--- config.mk ---
export PLATFORM = sky130hd
export DESIGN_NAME = arb_grant_ctl
export DESIGN_NICKNAME = d
export VERILOG_FILES = /design/src/rtl/arb_grant_ctl.sv
export SDC_FILE = /design/constraint.sdc
export NUM_CORES = 1
export LEC_CHECK = 0
export BUFFER_PORTS_ARGS = -buffer_cell sky130_fd_sc_hd__buf_4
export CORE_ASPECT_RATIO = 0.5
export CORE_UTILIZATION = 56
export CTS_BUF_LIST = sky130_fd_sc_hd__clkbuf_4 sky130_fd_sc_hd__clkbuf_8
export CTS_CLUSTER_DIAMETER = 50
export DETAILED_ROUTE_END_ITERATION = 8
export PLACE_DENSITY = 0.92
export SLEW_MARGIN = 5
export SYNTH_ARGS = -nofsm -noshare
export SYNTH_HDL_FRONTEND = slang
export SYNTH_SLANG_ARGS = --single-unit
--- constraint.sdc ---
create_clock -name clk_i -period 4 [get_ports clk_i]
set_clock_uncertainty 0.2 [all_clocks]
set_input_delay 0.8 -clock clk_i [delete_from_list [all_inputs] [get_ports clk_i]]
set_output_delay 0.8 -clock clk_i [all_outputs]
set_load 0.005 [all_outputs]
--- src/rtl/arb_grant_ctl.sv ---
// Registered grant controller downstream of priority_arbiter.
// Holds a one-hot grant until release, timeout or preemption.
module arb_grant_ctl #(
  parameter int N         = 8,
  parameter int PRIO_BITS = 3,
  parameter int MAX_HOLD  = 16,
  parameter int PREEMPT   = 1
) (
  input  logic                 clk_i,
  input  logic                 rst_ni,
  input  logic                 arb_req_i,
  input  logic [$clog2(N)-1:0] arb_sel_i,
  input  logic [PRIO_BITS-1:0] arb_prio_i,
  input  logic [N-1:0]         req_i,
  input  logic [N-1:0]         done_i,
  output logic [N-1:0]         gnt_o,
  output logic [$clog2(N)-1:0] gnt_sel_o,
  output logic [PRIO_BITS-1:0] gnt_prio_o,
  output logic                 busy_o,
  output logic                 timeout_o,
  output logic                 preempt_o,
  output logic [N-1:0]         mask_o
);

  localparam int SW = $clog2(N);
  localparam int CW = (MAX_HOLD > 0) ? $clog2(MAX_HOLD + 1) : 1;
  localparam logic [CW-1:0] HOLD_LAST =
    CW'((MAX_HOLD > 0) ? MAX_HOLD - 1 : 0);

  typedef enum logic [1:0] {
    IDLE,
    GRANT,
    RELEASE
  } state_t;

  state_t              state, state_d;
  logic [N-1:0]        gnt_d, mask_d;
  logic [SW-1:0]       sel_d;
  logic [PRIO_BITS-1:0] prio_d;
  logic [CW-1:0]       cnt, cnt_d;
  logic                to_d, pe_d;
  logic                rel, tmo, pre;

  always_comb begin
    rel = done_i[gnt_sel_o] | ~req_i[gnt_sel_o];
    tmo = (MAX_HOLD != 0) && (cnt == HOLD_LAST);
    pre = (PREEMPT != 0) && arb_req_i &&
          (arb_sel_i != gnt_sel_o) &&
          (arb_prio_i < gnt_prio_o);
  end

  always_comb begin
    state_d = state;
    gnt_d   = gnt_o;
    sel_d   = gnt_sel_o;
    prio_d  = gnt_prio_o;
    cnt_d   = cnt;
    mask_d  = mask_o;
    to_d    = 1'b0;
    pe_d    = 1'b0;
    unique case (state)
      IDLE: begin
        mask_d = '0;
        if (arb_req_i) begin
          state_d = GRANT;
          sel_d   = arb_sel_i;
          prio_d  = arb_prio_i;
          gnt_d   = N'(1) << arb_sel_i;
          cnt_d   = '0;
        end
      end
      GRANT: begin
        if (rel || tmo || pre) begin
          state_d = RELEASE;
          gnt_d   = '0;
          // release outranks timeout, which outranks preemption
          if (!rel && tmo) begin
            to_d   = 1'b1;
            mask_d = N'(1) << gnt_sel_o;
          end else if (!rel && pre) begin
            pe_d = 1'b1;
          end
        end else if (cnt != '1) begin
          cnt_d = cnt + CW'(1);
        end
      end
      RELEASE: begin
        state_d = IDLE;
      end
      default: begin
        state_d = IDLE;
        gnt_d   = '0;
      end
    endcase
  end

  always_ff @(posedge clk_i or negedge rst_ni) begin
    if (!rst_ni) begin
      state      <= IDLE;
      gnt_o      <= '0;
      gnt_sel_o  <= '0;
      gnt_prio_o <= '0;
      cnt        <= '0;
      mask_o     <= '0;
      timeout_o  <= 1'b0;
      preempt_o  <= 1'b0;
    end else begin
      state      <= state_d;
      gnt_o      <= gnt_d;
      gnt_sel_o  <= sel_d;
      gnt_prio_o <= prio_d;
      cnt        <= cnt_d;
      mask_o     <= mask_d;
      timeout_o  <= to_d;
      preempt_o  <= pe_d;
    end
  end

  assign busy_o = (state != IDLE);

endmodule

---- Word level (Yosys, flattened, before mapping) ----
Cells that the tools add are included.
operators by class
  add/subtract/negate cells ............... 1
  $mul .................................... 0
  div/mod/pow operators ................... 0
  $lt $le $gt $ge ......................... 2
  eq/ne operators ......................... 10
  shifts and indexed selects .............. 2
  mux-type cells .......................... 24
  bitwise logic cells ..................... 3
  reduce and logical (&&, ||, !) cells .... 15
operator list
  kind                 number
  $mux 8               4
  $pmux 8 s3           1
  $pmux 8 s2           1
  $shl 1x3->8 const A  2
  $mux 5               3
  $ne 2x2->1 const B   5
  $pmux 5 s2           1
  $mux 1               9
  $bmux 1 s3           2
  $reduce_and 3->1     2
  $add 5x1->5 const B  1
  $eq 5x4->1 const B   1
  $ne 5x5->1 const B   1
  $logic_and 1x1->1    4
  $lt 3x4->1 const B   1
  $mux 2               2
  $pmux 2 s2           1
  $reduce_and 2->1     2
  $reduce_and 4->1     1
  $reduce_bool 2->1    2
  $lt 3x3->1           1
  $ne 3x3->1           1
  $eq 2x1->1 const B   1
  $eq 2x2->1 const B   1
  5 further kinds      7
storage, ports and cells
  flip-flop bits (word level) ............. 31
  bits in latches ......................... 0
  RAM bits ................................ 0
  bits in read-only memories .............. 0
  bits of input ports ..................... 25
  output and inout port bits .............. 25
  word-level logic and storage cells ...... 65
  memories ................................ 0

---- Depth between registers and ports, before layout ----
  word-level depth ........................ 10
  mapped depth ............................ 9
  mapped depth without buffers ............ 8

---- Least setup slack after synthesis ----
OpenSTA, ideal clock, no wires.
  path type ............................... input to register
  start ................................... input port arb_prio_i[2]
  end ..................................... register cnt[2]
  setup time .............................. 0.130 ns
  arrival ................................. 2.107 ns
  required time ........................... 3.670 ns
  path slack .............................. 1.563 ns
  stages on the path ...................... 8
  cells stage by stage .................... ha_1 o21ai_0 o211a_1 a211oi_1 nand4_1 buf_2 o211ai_1 nand3_1
between the ends
  cells in the longest elaborated chain, start to end .. 5
RTL lines
  what                               line  RTL
  start: declaration                 13    input logic [PRIO_BITS-1:0] arb_prio_i,
  $lt 3x3->1                         49    (arb_prio_i < gnt_prio_o);
  $logic_and 1x1->1                  48    (arb_sel_i != gnt_sel_o) &&
  $logic_or 1x1->1                   73    if (rel || tmo || pre) begin
  $ne 2x2->1 (no source line)        -
  $reduce_and 4->1 (no source line)  -
  end signal: assignment             112   cnt <= cnt_d;
  end: declaration                   40    logic [CW-1:0] cnt, cnt_d;
No other way between the ends.
A chain may end at the register's enable or synchronous reset.

---- Final worst setup path ----
Ends and elaborated chain as after synthesis.

==> impl_metrics.toml <==
[status]
status = "finished clean"

[clock_tree]
htree_levels = 2
ctsResizeCount = 0
clock_sink_count = 31
post_cts_buffers = 0
clkLatencyLatePin_ns = 0.28
max-clock-path-buffers = 2
cts_tree = "yes"
clkTransAtPathRegs_ns = 0.06
clockRootBuffer = "clkbuf_8"
numCtsBuffers = 5
postCtsHoldBufs = 0

[timing]
tightest_slew_ns = 0.4398
slew_viol_final = 0
fin_hold_ws_ns = 0.2357
fin_crit_sh = 0.6745
setup_tns_ns = 0
setup_viol = 0
clock.fmax_mhz = 370.7
max_slew_margin = 0.7059
period_needed_ns = 2.698
rsz0062_at_grt = "false"
finalHoldViolations = 0

[yosys]
synth_top_area_frac = 0.5065
yosysUniqueCellTypes = 39
netlist_instances = 149
yosysTopAreaCell = "dfrtp_1"
ys_seq_area_frac = 0.5065
syn_area_per_cell_um2 = 10.28
syn_area_mm2 = 0.001531
synth_area_leaders = "dfrtp_1 51%, o2bb2ai_1 4.6%, nand2_1 4.2%, ha_1 4.1%, nand3_1 3.3%"
yosys_register_bits = 31
synth_warnings = 0
syn-num-nets = 179

[die]
die_area_mm2 = 0.002961
row_count = 12
core_mm2 = 0.002387
die_width_um = 75.96
io_pins = 50
die_height_um = 38.98
initial_core_util = 0.6415

[global_routing]
grtUsageMet3 = 0.09412
grt_overflow_total = 0
grt_pass1_wl_um = 5796
top_usage_layer = "met2"
track_usage = 0.2719
grt_max_degree = 32
grt_use_met1 = 0.3192
grt_pass1_vias = 1261
antenna_found_initial = 0
grt_use_met2 = 0.4705

[layout]
nNetsFinal = 231
fin_cells = 237
design_area_mm2 = 0.002036
syn2layout_area_growth_pct = 32.92
n_fill_cell = 126
drive_gt1_frac = 0.3168
diodes = 0

[critical_path]
crit_fanout = 12
critPathRequiredTime_ns = 4.01
endpoint_kind = "register"
start_kind = "primary input"
cp.arrival_ns = 2.71
critical_path_class = "in -> reg"

[route]
ant_nets = 0
drc_errors = 0
wl_um = 3555
routedWlPerCell_um = 15.00
drtIter0Drc = 64
vias = 1340
via_per_inst = 5.654
drt_pass1_iterations = 5

[placement]
portBuffers = 49
gp_congestion = 0.7685
dp_hpwl_um = 2571
dpl_cell_area_mm2 = 0.001918
placed_cells = 229

[pwr]
leakage_nw = 1.020
vdd_drop_max_v = 0.0004884
p_per_area_mw_per_mm2 = 583.1
p_total_w = 0.001187

[worst_hold_path]
hold_class = "in -> async"

[job]
maxCapViolations = 0
worst paths after layout:
kind | slack [ns] | cells after the start | from | to
worst max-delay path | 1.30 | 8 | arb_prio_i[2] | cnt[2]$_DFFE_PN0P_
worst min-delay path | 0.24 | 1 | rst_ni | cnt[1]$_DFFE_PN0P_
worst max register to register | 1.35 | 6 | gnt_sel_o[1]$_DFFE_PN0P_ | cnt[2]$_DFFE_PN0P_
worst min register to register | 0.29 | 1 | gnt_o[6]$_DFFE_PN0P_ | gnt_o[6]$_DFFE_PN0P_
max in group asynchronous | 3.08 | 1 | rst_ni | cnt[2]$_DFFE_PN0P_
min in group clk_i | 0.29 | 1 | gnt_o[6]$_DFFE_PN0P_ | gnt_o[6]$_DFFE_PN0P_
where the power goes:
group | internal [W] | switching (W)
Combinational | 0.000190 | 0.000241
Clock | 0.000201 | 0.000114
Sequential | 0.000371 | 0.0000694
Total | 0.000762 | 0.000424
Yosys cell counts, drive strengths merged:
library cell / number
buf: 3
o21ai: 10
a32o: 4
or3: 1
and2: 2
nor2: 5
ha: 5
mux2i: 1
a41o: 1
nor2b: 7
nor3b: 3
o2bb2ai: 8
a21o: 1
and3: 2
and2b: 2
o22ai: 1
a31oi: 1
a21boi: 1
nand4: 3
nand3: 10
dfrtp: 31
a211oi: 2
or2: 1
a22o: 3
xnor2: 3
inv: 9
or2b: 2
or3b: 1
nor3: 3
o211a: 1
nand2: 17
o211ai: 2
clkbuf: 1
a21oi: 1
a221oi: 1
cell usage in the layout, fill, tap and decap left out, drive strengths merged, types with 3 or more instances in the layout:
cell type / count
o21ai: 10
ha: 5
a32o: 4
nand4: 3
nand3: 10
inv: 9
dfrtp: 31
clkbuf: 6
buf: 49
o2bb2ai: 8
a22o: 3
nor3b: 3
nor2b: 7
nor3: 3
nand2: 17
xnor2: 3
nor2: 5
sequential cells by signal (all words and copies together), names as in the netlist:
| name | flops |
|---|---|
| cnt | 5 |
| gnt_o | 8 |
| gnt_prio_o | 3 |
| gnt_sel_o | 3 |
| mask_o | 8 |
| preempt_o | 1 |
| state | 2 |
| timeout_o | 1 |
area by class of cell:
class | instances | area [um2] | share of cell area
inverters | 9 | 33.78 | 0.01659
multi-input cells | 105 | 696.9 | 0.3423
flip-flops and latches | 31 | 775.7 | 0.3811
well taps | 35 | 43.79 | 0.02151
clock buffers | 6 | 82.58 | 0.04057
repair buffers | 49 | 367.9 | 0.1807
clock inverters | 2 | 35.03 | 0.01721
metrics by stage:
step	setup slack (ns)	utilization
6_report	1.302	0.8527
5_1_grt	1.132	0.8527
2_1_floorplan	1.563	-
4_1_cts	1.315	0.8527
3_3_place_gp	1.136	0.8035
3_5_place_dp	1.050	0.8035
cells by family after synthesis:
kind of cell / share of synthesized area
adders and majority gates: 0.04085
muxes: 0.006536
buffers and inverters: 0.03839
DFF: 0.5065
and+or+nand+nor: 0.2051
xor gates and xnor gates: 0.01716
AOI/OAI and AO/OA: 0.1855
routing by layer:
layer	wire, um	vias to the layer above
li1	-	644
met1	1540	626
met2	1625	64
met3	337	6
met4	52	0
met5	0	-
critical path: stages:
cell	delay (ns)
buf_4	0.11
ha_1	0.26
o21ai_0	0.07
o211a_1	0.25
a211oi_1	0.25
nand4_1	0.39
or3b_1	0.49
nand3_1	0.08
(Power assumes the default switching activity.)
